<file path="src/rtl/serial_frame_tx.sv">
// serial_frame_tx
//   Frames a parallel word for a serial line. Each frame is a start bit (0),
//   DATA_W data bits LSB first, an optional even-parity bit, a stop bit (1)
//   and GAP_BITS idle-level bit periods. Every line bit is held for
//   CLKS_PER_BIT clocks. Words arrive on a valid/ready handshake.
//
// Ports
//   clk          system clock, rising edge
//   rst_n        asynchronous active-low reset
//   tx_data      payload word, sampled only on acceptance
//   tx_valid     upstream has a word to send
//   tx_ready     block can accept a word (IDLE only)
//   serial_data  registered line output, idle level 1
//   busy         high whenever not IDLE
//   tx_done      one-cycle pulse on the first IDLE cycle after a frame
module serial_frame_tx #(
    parameter int DATA_W       = 5,
    parameter int CLKS_PER_BIT = 16,
    parameter int PARITY_EN    = 0,
    parameter int GAP_BITS     = 2
) (
    input  logic              clk,
    input  logic              rst_n,
    input  logic [DATA_W-1:0] tx_data,
    input  logic              tx_valid,
    output logic              tx_ready,
    output logic              serial_data,
    output logic              busy,
    output logic              tx_done
);

    // The index counter is shared between the data bits and the gap periods,
    // so it is sized for whichever of the two runs longer.
    localparam int IDX_MAX = (DATA_W > GAP_BITS) ? DATA_W : GAP_BITS;
    localparam int CW      = (CLKS_PER_BIT > 1) ? $clog2(CLKS_PER_BIT) : 1;
    localparam int IW      = (IDX_MAX > 1) ? $clog2(IDX_MAX) : 1;

    localparam logic [CW-1:0] BIT_LAST  = CW'(CLKS_PER_BIT - 1);
    localparam logic [IW-1:0] DATA_LAST = IW'(DATA_W - 1);
    localparam logic [IW-1:0] GAP_LAST  = IW'((GAP_BITS > 0) ? GAP_BITS - 1 : 0);

    typedef enum logic [2:0] {
        IDLE   = 3'd0,
        START  = 3'd1,
        DATA   = 3'd2,
        PARITY = 3'd3,
        STOP   = 3'd4,
        GAP    = 3'd5
    } state_t;

    state_t            state_q, state_d;
    logic [CW-1:0]     bit_q, bit_d;
    logic [IW-1:0]     idx_q, idx_d;
    logic [DATA_W-1:0] shift_q, shift_d;
    logic              par_q, par_d;
    logic              serial_q, serial_d;
    logic              done_q, done_d;
    logic              bit_end;

    always_ff @(posedge clk or negedge rst_n) begin
        if (!rst_n) begin
            state_q  <= IDLE;
            bit_q    <= '0;
            idx_q    <= '0;
            shift_q  <= '0;
            par_q    <= 1'b0;
            serial_q <= 1'b1;
            done_q   <= 1'b0;
        end else begin
            state_q  <= state_d;
            bit_q    <= bit_d;
            idx_q    <= idx_d;
            shift_q  <= shift_d;
            par_q    <= par_d;
            serial_q <= serial_d;
            done_q   <= done_d;
        end
    end

    always_comb begin
        state_d = state_q;
        bit_d   = bit_q;
        idx_d   = idx_q;
        shift_d = shift_q;
        par_d   = par_q;
        bit_end = (bit_q == BIT_LAST);

        if (state_q != IDLE) begin
            bit_d = bit_end ? '0 : bit_q + 1'b1;
        end

        case (state_q)
            IDLE: begin
                if (tx_valid) begin
                    state_d = START;
                    shift_d = tx_data;
                    par_d   = ^tx_data;
                    bit_d   = '0;
                    idx_d   = '0;
                end
            end
            START: begin
                if (bit_end) begin
                    state_d = DATA;
                    idx_d   = '0;
                end
            end
            DATA: begin
                if (bit_end) begin
                    shift_d = shift_q >> 1;
                    if (idx_q == DATA_LAST) begin
                        idx_d   = '0;
                        state_d = (PARITY_EN != 0) ? PARITY : STOP;
                    end else begin
                        idx_d = idx_q + 1'b1;
                    end
                end
            end
            PARITY: begin
                if (bit_end) begin
                    state_d = STOP;
                end
            end
            STOP: begin
                if (bit_end) begin
                    idx_d   = '0;
                    state_d = (GAP_BITS > 0) ? GAP : IDLE;
                end
            end
            GAP: begin
                if (bit_end) begin
                    if (idx_q == GAP_LAST) begin
                        idx_d   = '0;
                        state_d = IDLE;
                    end else begin
                        idx_d = idx_q + 1'b1;
                    end
                end
            end
            default: begin
                state_d = IDLE;
            end
        endcase
    end

    // The line register is loaded with the level belonging to the next
    // state, so the output changes on the same edge as the state does.
    always_comb begin
        serial_d = 1'b1;
        case (state_d)
            START:   serial_d = 1'b0;
            DATA:    serial_d = shift_d[0];
            PARITY:  serial_d = par_d;
            default: serial_d = 1'b1;
        endcase
        done_d = (state_d == IDLE) && (state_q != IDLE);
    end

    assign tx_ready    = (state_q == IDLE);
    assign busy        = ~tx_ready;
    assign serial_data = serial_q;
    assign tx_done     = done_q;

endmodule

</file>
<file path="config.mk">
export PLATFORM = sky130hd
export DESIGN_NAME = serial_frame_tx
export DESIGN_NICKNAME = d
export VERILOG_FILES = /design/src/rtl/serial_frame_tx.sv
export SDC_FILE = /design/constraint.sdc
export NUM_CORES = 1
export LEC_CHECK = 0
export BUFFER_PORTS_ARGS = -buffer_cell sky130_fd_sc_hd__buf_4
export CAP_MARGIN = 40
export CORE_UTILIZATION = 50
export CTS_CLUSTER_DIAMETER = 80
export CTS_CLUSTER_SIZE = 30
export DETAILED_ROUTE_END_ITERATION = 12
export GPL_TIMING_DRIVEN = 0
export PLACE_DENSITY = 0.74
export SLEW_MARGIN = 20
export SYNTH_ARGS = -nofsm -noshare
export SYNTH_HDL_FRONTEND = slang
export SYNTH_SLANG_ARGS = --single-unit
</file>
<file path="constraint.sdc">
create_clock -name clk -period 1.75 [get_ports clk]
set_input_delay 0.0875 -clock clk [delete_from_list [all_inputs] [get_ports clk]]
set_output_delay 0.0875 -clock clk [all_outputs]
set_load 0.02 [all_outputs]
</file>
==> impl_metrics.toml <==
[run_status]
status = "finished, final reports clean"

[critical_path]
r2r-start = "state_q[1]"
reg2regPathDepth = 7
worstSetupStartpointType = "flip-flop"
arrival_ps = 1900
worstPathRequired_ps = 1970
rr_endpoint = "serial_data"
crit_path_max_fanout = 10
critical_path.startpoint = "state_q[1]"
crit_type = "flip-flop to flip-flop"
cp-end-kind = "flip-flop"
r2r_setup_slack_ps = 70

[placement]
post-place-ws_ps = -137
dp_hpwl_mm = 1.28
postPlaceCellArea_um2 = 1150
port_buffers = 11
gp_congestion = 0.824

[synthesis]
ys.flop_type = "dfrtp_1"
yosysWarnings = 0
yosysSeqAreaShare = 0.440
synth_area_um2 = 1030
synth-edff-count = 0
avgSynthCellArea_um2 = 9.77
synthCells = 105
ys_seq_elements = 18
ys_async_sr_fraction = 1.00
synth_nets = 117
synth.distinct_cells = 41

[power_and_ir_drop]
p_int_uw = 573
total_power_uw = 723
peakVddDrop_mv = 0.464
p_per_area_nw_per_um2 = 578
clkPwrFrac = 0.346
p_leak_nw = 0.617
combPwrFrac = 0.071
p_sw_frac = 0.207
switchingPower_uw = 150
seqPwrFrac = 0.583

[final_layout]
fin_area_um2 = 1250
area.growth.synth_to_final_pct = 21.8
nets = 137
drive_gt1_frac = 0.315
utilization = 0.644
antenna_cells = 0

[grt]
grt-ovfl-total = 0
grtUsageTotal = 0.177
antenna_found_initial = 0
grt_start_max_net_pins = 19
first_global_vias = 650
grt_pass1_wl_mm = 2.74

[die]
die-height_um = 47.3
row_count = 16
io_pins = 12
core_area_um2 = 1940
die_area_um2 = 2240
start_util = 0.528
die_w_um = 47.3

[detailed_routing]
via_per_inst = 5.29
drt_wl_total_mm = 1.80
wire_per_inst_um = 11.9
route.detailed.drc = 0
dr_total_vias = 799
firstDrtPassIters = 4
drt_iter0_markers = 9
postRouteAntennaNets = 0

[hold_path]
hold_depth = 3
min-delay-start = "tx_data[4]"
hold_path_end = "shift_q[4]"
hp-class = "primary input to flip-flop"

[clocking]
clkTransAtPathRegs_ps = 100
insertion_delay_ps = 280
cts_max_level = 1
cts.sinks = 18
clock-root-buffer = "clkbuf_4"
cts_buffers = 3
clk_path_buf_depth = 2
cts_tree = "built"

[timing]
drv_slew = 0
hold_viol = 0
finClkSkew_ps = 1.99
worst_slew_pin_slew_ps = 302
worst_slack_ps = 73.2
setup_violations = 0
fin_crit_sh = 0.958
slew_headroom = 0.798
period_minus_slack_ps = 1680
fmax_ghz = 0.596

[run]
drv_cap = 0
[cells in the mapped netlist (2+ instances only)]
cell | n | area [um2]
nand2_1 | 17 | 63.8
buf_6 | 2 | 22.5
o21ai_0 | 10 | 50.1
nor2b_1 | 2 | 12.5
inv_1 | 3 | 11.3
ha_1 | 4 | 50.1
buf_2 | 2 | 10.0
nor2_1 | 5 | 18.8
a22oi_1 | 4 | 30.0
xnor2_1 | 3 | 26.3
a21oi_1 | 3 | 15.0
nand2b_1 | 5 | 31.3
dfrtp_1 | 17 | 425
[power by group through the flow]
stage / registers, mW / logic (mW) / clock network, mW
final: 0.421 / 0.0514 / 0.250
after CTS: 0.421 / 0.0523 / 0.259
after global placement: 0.429 / 0.0488 / 0
after floorplan: 0.431 / 0.0195 / 0
after global routing: 0.422 / 0.0565 / 0.273
after detailed placement: 0.429 / 0.0496 / 0
[worst max-delay path by stage]
stage                              to  slack [ps]  cells after the start
after floorplan           serial_data         0.1                      7
after global placement    serial_data        -130                      7
after detailed placement     idx_q[2]        -140                      7
after CTS                 serial_data          10                      8
after global routing      serial_data          -4                      7
final                     serial_data          70                      7
[kinds of logic (layout without fill, tap and decap cells)]
kind of cell	count (synthesis)	in the layout	synth area share
XOR/XNOR	4	4	0.0342
AO/OA/AOI/OAI	28	28	0.181
flip-flops	18	18	0.440
adder cells (fa/ha/maj)	4	4	0.0488
AND/OR/NAND/NOR	41	41	0.221
buffers and inverters	9	28	0.0659
multiplexers	1	1	0.00976
[per-stage QoR]
step | hold WS [ps] | std cells | setup TNS [ps]
after detailed placement | -34.3 | 143 | -446
after global placement | -37.5 | 143 | -346
after CTS | 11.1 | 149 | 0
after floorplan | -208 | 105 | 0
final | 20.1 | 151 | 0
after global routing | 11.5 | 151 | -4.46
[cell type report]
class	count	area [um2]
multi-input combinational	78	543
tap	27	33.8
inverter	4	27.5
buffer	3	27.5
sequential	18	452
timing repair buffer	17	130
clock buffer	4	36.3
fill	164	692
[cells in the final DEF, fill, tap and decap left out, types with 2 or more instances in the layout]
cell,count
nand2_1,17
dfrtp_1,17
buf_4,16
o21ai_0,9
nor2_1,5
nand2b_1,5
inv_1,3
a21oi_1,3
xnor2_1,3
a22oi_1,3
ha_1,3
clkbuf_4,3
buf_6,2
nor2b_1,2
[sequential cells by signal, summed over array words and instances (netlist names)]
signal,cells
shift_q,5
bit_q,4
idx_q,3
state_q,3
par_q,1
serial_data,1
tx_done,1
[worst max-delay path, stage by stage (launching register included)]
cell,delay (ps)
dfrtp_1,390
buf_6,140
or3_4,450
clkinv_8,90
nand2_4,70
nand2_2,70
o21ai_2,50
a311o_1,350
[per-layer routing]
layer	track usage	routed length [um]	up-vias
li1	-	-	411
met1	0.236	885	372
met2	0.282	842	14
met3	0.0346	60	2
met4	0.0686	7	0
met5	0	0	-
[repair_timing]
action                                 in CTS  in global routing
endpoints found under the hold margin      18                  0
resized for setup                           5                  5
setup buffers                               2                  3
pin swaps                                   0                  2
setup endpoints to repair                   4                  4
hold buffers                                1                  0
No activity file was read; power rests on OpenSTA's default activity.
